--- src/rtl/regset_wb_arbiter.sv ---
// ============================================================================
// Module   : regset_wb_arbiter
// Purpose  : Round-robin ALU/LSU write-back arbiter with registered write
//            stage and pending-load scoreboard for read-hazard detection.
// Revision : 1.0
// ============================================================================
`default_nettype none

module regset_wb_arbiter #(
  parameter int XLEN = 32,
  parameter int AW   = 5
) (
  input  logic            CLK,
  input  logic            RES,
  input  logic            alu_valid,
  input  logic [AW-1:0]   alu_addr,
  input  logic [XLEN-1:0] alu_data,
  output logic            alu_ready,
  input  logic            lsu_valid,
  input  logic [AW-1:0]   lsu_addr,
  input  logic [XLEN-1:0] lsu_data,
  output logic            lsu_ready,
  input  logic            issue_valid,
  input  logic [AW-1:0]   issue_addr,
  input  logic [AW-1:0]   rd_addr0,
  input  logic [AW-1:0]   rd_addr1,
  output logic            hz0,
  output logic            hz1,
  output logic [XLEN-1:0] D,
  output logic [AW-1:0]   A_D,
  output logic            write_enable
);

  localparam int NREG = 2**AW;

  // Bit 0 exists only to allow direct indexing by address; it stays zero.
  logic [NREG-1:0] pending_q, pending_d;
  logic            last_q, last_d;
  logic [XLEN-1:0] d_q, d_d;
  logic [AW-1:0]   a_q, a_d;
  logic            we_q, we_d;

  logic alu_elig, lsu_elig, gnt_alu, gnt_lsu;

  always_comb begin
    alu_elig = alu_valid && !((alu_addr != '0) && pending_q[alu_addr]);
    lsu_elig = lsu_valid;
    // On contention the requester that did not win last time is served.
    gnt_alu  = alu_elig && (!lsu_elig || last_q);
    gnt_lsu  = lsu_elig && (!alu_elig || !last_q);
    alu_ready = gnt_alu && !RES;
    lsu_ready = gnt_lsu && !RES;
  end

  always_comb begin
    d_d       = d_q;
    a_d       = a_q;
    we_d      = 1'b0;
    last_d    = last_q;
    pending_d = pending_q;
    if (alu_ready) begin
      d_d    = alu_data;
      a_d    = alu_addr;
      we_d   = (alu_addr != '0);
      last_d = 1'b0;
    end else if (lsu_ready) begin
      d_d    = lsu_data;
      a_d    = lsu_addr;
      we_d   = (lsu_addr != '0);
      last_d = 1'b1;
    end
    if (lsu_ready && (lsu_addr != '0))
      pending_d[lsu_addr] = 1'b0;
    // A newly issued load supersedes a completing one to the same register.
    if (issue_valid && (issue_addr != '0))
      pending_d[issue_addr] = 1'b1;
    pending_d[0] = 1'b0;
  end

  always_ff @(posedge CLK) begin
    if (RES) begin
      pending_q <= '0;
      last_q    <= 1'b1;
      d_q       <= '0;
      a_q       <= '0;
      we_q      <= 1'b0;
    end else begin
      pending_q <= pending_d;
      last_q    <= last_d;
      d_q       <= d_d;
      a_q       <= a_d;
      we_q      <= we_d;
    end
  end

  // The register set reads asynchronously, so an in-flight write is a hazard.
  always_comb begin
    hz0 = (rd_addr0 != '0) && (pending_q[rd_addr0] || (we_q && (a_q == rd_addr0)));
    hz1 = (rd_addr1 != '0) && (pending_q[rd_addr1] || (we_q && (a_q == rd_addr1)));
  end

  assign D            = d_q;
  assign A_D          = a_q;
  assign write_enable = we_q;

endmodule

`default_nettype wire

--- config.mk ---
export PLATFORM = sky130hd
export DESIGN_NAME = regset_wb_arbiter
export DESIGN_NICKNAME = d
export VERILOG_FILES = /design/src/rtl/regset_wb_arbiter.sv
export SDC_FILE = /design/constraint.sdc
export NUM_CORES = 1
export LEC_CHECK = 0
export ABC_AREA = 1
export CAP_MARGIN = 0
export CORE_ASPECT_RATIO = 1.75
export CORE_MARGIN = 4
export CORE_UTILIZATION = 30
export CTS_BUF_LIST = sky130_fd_sc_hd__clkbuf_4
export CTS_CLUSTER_DIAMETER = 80
export DETAILED_ROUTE_END_ITERATION = 10
export DONT_BUFFER_PORTS = 1
export GPL_ROUTABILITY_DRIVEN = 0
export SLEW_MARGIN = 20
export SYNTH_ARGS = -nofsm -noshare
export SYNTH_HDL_FRONTEND = slang
export SYNTH_SLANG_ARGS = --single-unit
--- constraint.sdc ---
create_clock -name CLK -period 2 [get_ports CLK]
set_input_delay 0.4 -clock CLK [delete_from_list [all_inputs] [get_ports CLK]]
set_output_delay 0.4 -clock CLK [all_outputs]
set_load 0.02 [all_outputs]
==> flow_summary_export.csv <==
group,metric,value,unit
clock_tree,cts-root-buf,"sky130_fd_sc_hd__clkbuf_4",
timing,finalCriticalPeriod,2.19,ns
global_route,antenna_found_initial,1,
global_route,global_route.usage.total,19.7,%
pwr,sw_frac_of_total,32.8,%
logic_synthesis,post_synth.cell_area_avg,5.90,um2
floorplanning,pin_count,136,
critical_path,crit_path_max_fanout,3,
pwr,combinationalPowerShare,20.4,%
logic_synthesis,mappedNetlistNets,863,
floorplanning,fp.dieW,101,um
clock_tree,worst_skew_pair.late_latency,0.43,ns
logic_synthesis,synth-warning-count,0,
detailed_routing,post_detailed_routing_wire_length,17.5,mm
layout,post_route_cells_drive_above_1_share,15.1,%
clock_tree,cts_num_sinks,70,
logic_synthesis,post_synth_main_area_contributors,"sky130_fd_sc_hd__dfxtp_1 31%, sky130_fd_sc_hd__nand2_1 19%, sky130_fd_sc_hd__nor2_1 10%, sky130_fd_sc_hd__a21oi_1 6.5%, sky130_fd_sc_hd__inv_1 5.5%",
layout,layout.filler_cells,1623,
floorplanning,design.die.area,0.0172,mm2
detailed_routing,drt-pass1-iter-count,5,
hold_path,hold_path.class,"in -> reg",
critical_path,startpoint_type,"flip-flop",
placed_design,port_buffers,0,
floorplanning,start_util,30.6,%
timing,finalSetupViolCount,4,
detailed_routing,ant_nets,0,
floorplanning,y_dimension_of_the_die,171,um
timing,timing.setup.tns,-0.551,ns
critical_path,rr_endpoint,"D[15]",
detailed_routing,routedWlPerCell,17.9,um
logic_synthesis,synthDistinctLibCells,33,
critical_path,r2r_setup_slack,0.01,ns
detailed_routing,drc_violations_left,0,
critical_path,r2r-start,"pending_q[16]",
global_route,grt_start_max_net_pins,38,
logic_synthesis,synthDominantAreaCellType,"sky130_fd_sc_hd__dfxtp_1",
clock_tree,clock_tree_from_tritoncts,"built",
layout,area_growth_syn_to_layout,18.4,%
timing,worst_pin_slew,0.653,ns
timing,final.setup_skew,0.0172,ns
run_status,outcome,"finished with violations",
clock_tree,cts_max_level,3,
detailed_routing,viasPerCell,5.29,
timing,timing.fmax,457,MHz
logic_synthesis,synth.most_common_cell,"sky130_fd_sc_hd__nand2_1",
critical_path,end_kind,"output port",
pwr,power.internal,2.40,mW
critical_path,crit_type,"reg -> out",
clock_tree,clockBufferDepth,2,
timing,final_min_period_over_clock_period,109,%
logic_synthesis,postSynth.asyncResetShare,0,%
pwr,pwr_density_cell,665,mW/mm2
global_route,grt_remaining_overflow,0,
logic_synthesis,ys_seq_elements,70,
timing,setup_ws,-0.187,ns
logic_synthesis,synthesis.instances,769,
clock_tree,cts.reportedPaths.clkPinSlew,0.12,ns
pwr,highest_ir_drop_seen_on_vdd,0.000435,V
logic_synthesis,synth_edf_count,0,
logic_synthesis,postSynth.topFlopCell,"sky130_fd_sc_hd__dfxtp_1",
timing,grt_setup_unrepaired,"true",
pwr,power.clock.fraction,33.2,%
placed_design,hpwlAfterDp,12.9,mm
layout,layout.nets,884,
timing,slew_headroom,56.3,%
critical_path,critPathCapture,"lsu_ready",
timing,count_of_pins_over_their_slew_limit,0,
logic_synthesis,synth_top_cells_by_count,"232 x sky130_fd_sc_hd__nand2_1, 121 x sky130_fd_sc_hd__nor2_1, 70 x sky130_fd_sc_hd__dfxtp_1",
detailed_routing,number_of_vias_after_detailed_routing,5177,
critical_path,critical_path_arrival,1.79,ns
floorplanning,core.rowCount,59,
pwr,net_switching,1.17,mW
logic_synthesis,synth.cell_area,0.00454,mm2
global_route,grt_first_pass_wirelength,25.9,mm
flow_run,drv.max_cap_violation_count,0,
critical_path,rr_worst_depth,17,
critical_path,timing.critical_path.from,"pending_q[22]",
detailed_routing,initialDrtViolationCount,438,
critical_path,critical_path_required,1.60,ns
run_status,failed_checks,"negative setup slack",
logic_synthesis,synth.yosys.seq_area_share,30.9,%
pwr,totalPowerFinal,3.57,mW
floorplanning,core_area,0.0148,mm2
timing,total_count_of_hold_check_failures_in_the_final_report,0,
clock_tree,inserted_clock_buffers,9,
global_route,vias_in_the_first_global_route,4919,
pwr,pwr-share-seq,46.3,%
pwr,p_leak,2.28,nW
logic_synthesis,area_share_of_the_largest_cell_type_after_synthesis,30.9,%
## stage by stage
step | std cells | utilization [%] | hold WS [ns] | worst slack (ns) | area, um2
floorplan | 769 | - | 0.440 | 0.00768 | 4540
CTS | 974 | 35.5 | 0.00515 | -0.214 | 5260
finish | 979 | 36.2 | 0.164 | -0.187 | 5380
detailed placement | 948 | 32.9 | 0.454 | -0.00192 | 4870
global route | 979 | 36.2 | 0.145 | -0.382 | 5380
global placement | 948 | 32.9 | 0.446 | 0.0161 | 4870
## layout make-up
class	instances	area, um2	area share, %
Antenna cell	1	2.50	0.0466
Clock buffer	10	75.1	1.40
Clock inverter	6	110	2.05
Inverter	69	287	5.33
Multi-Input combinational cell	589	2730	50.8
Sequential cell	70	1430	26.5
Tap cell	183	229	4.26
Timing Repair Buffer	50	507	9.43
Timing Repair inverter	1	8.76	0.163
## worst min path at each step
stage | startpoint | endpoint | slack [ns] | cells past startpoint
after global placement | pending_q[6] | pending_q[6] | 0.45 | 2
after CTS | RES | pending_q[11] | 0.005 | 1
after floorplan | pending_q[6] | pending_q[6] | 0.44 | 2
final | RES | last_q | 0.16 | 2
after detailed placement | pending_q[19] | pending_q[19] | 0.45 | 2
after global routing | RES | last_q | 0.15 | 2
## sequential cells by signal (all words and copies together) (netlist names)
name / count
D: 32
pending_q: 31
A_D: 5
last_q: 1
write_enable: 1
## logic make-up (layout without fill, tap and decap cells)
group,Yosys count,in the layout,synth area share [%]
and+or+nand+nor,435,435,39.9
AOI/OAI and AO/OA,150,150,17.8
buffers and inverters,110,136,10.7
DFF,70,70,30.9
xor gates and xnor gates,4,4,0.772
other,0,1,0
## placed cells by master, fill, tap and decap left out, types with 3 or more instances in the layout
cell,instances
sky130_fd_sc_hd__dlygate4sd3_1,4
sky130_fd_sc_hd__buf_12,5
sky130_fd_sc_hd__o211ai_1,8
sky130_fd_sc_hd__o21ai_1,46
sky130_fd_sc_hd__nand2_4,3
sky130_fd_sc_hd__bufinv_16,3
sky130_fd_sc_hd__a21oi_2,6
sky130_fd_sc_hd__nand2_1,230
sky130_fd_sc_hd__nor2_1,119
sky130_fd_sc_hd__nor3_1,5
sky130_fd_sc_hd__clkbuf_4,10
sky130_fd_sc_hd__clkinvlp_4,3
sky130_fd_sc_hd__inv_1,53
sky130_fd_sc_hd__a21oi_1,53
sky130_fd_sc_hd__xor2_1,3
sky130_fd_sc_hd__buf_4,30
sky130_fd_sc_hd__o21ai_0,24
sky130_fd_sc_hd__buf_6,9
sky130_fd_sc_hd__nand4_1,33
sky130_fd_sc_hd__nor2_2,3
sky130_fd_sc_hd__nand3_1,35
sky130_fd_sc_hd__inv_2,9
sky130_fd_sc_hd__inv_4,4
sky130_fd_sc_hd__dfxtp_1,51
sky130_fd_sc_hd__dfxtp_2,19
## worst max-delay path, stage by stage, from the launching register on
cell and delay, ns:
sky130_fd_sc_hd__dfxtp_2 0.36, sky130_fd_sc_hd__inv_4 0.08, sky130_fd_sc_hd__nand2_1 0.06, sky130_fd_sc_hd__nand3_1 0.07
sky130_fd_sc_hd__nand2_1 0.06, sky130_fd_sc_hd__nand2_1 0.05, sky130_fd_sc_hd__nand2_1 0.05, sky130_fd_sc_hd__inv_1 0.04
sky130_fd_sc_hd__nand2_1 0.05, sky130_fd_sc_hd__nand2_2 0.11, sky130_fd_sc_hd__nand4_4 0.13, sky130_fd_sc_hd__nand2_4 0.12
sky130_fd_sc_hd__clkinvlp_4 0.17
## repair_timing
| action | CTS | global route |
|---|---|---|
| hold buffers | 3 | 1 |
| setup buffers | 7 | 1 |
| gates cloned | 0 | 2 |
| setup endpoints to repair | 4 | 41 |
| pin swaps | 24 | 13 |
| endpoints found under the hold margin | 12 | 3 |
| gates resized for setup | 59 | 26 |
## power by group through the flow
stage	clock network [mW]	registers, mW	logic, mW
6_report	1.19	1.66	0.730
5_1_grt	1.28	1.67	0.815
4_1_cts	1.22	1.66	0.686
3_5_place_dp	0	1.68	0.641
3_3_place_gp	0	1.69	0.636
2_1_floorplan	0	1.67	0.501
## layer usage
metal | track usage [%] | routed length (um)
met1 | 19.1 | 5670
met5 | 0 | 0
met2 | 35.6 | 9520
met4 | 13.9 | 1120
met3 | 4.53 | 1200
No activity file was read; power rests on OpenSTA's default activity.
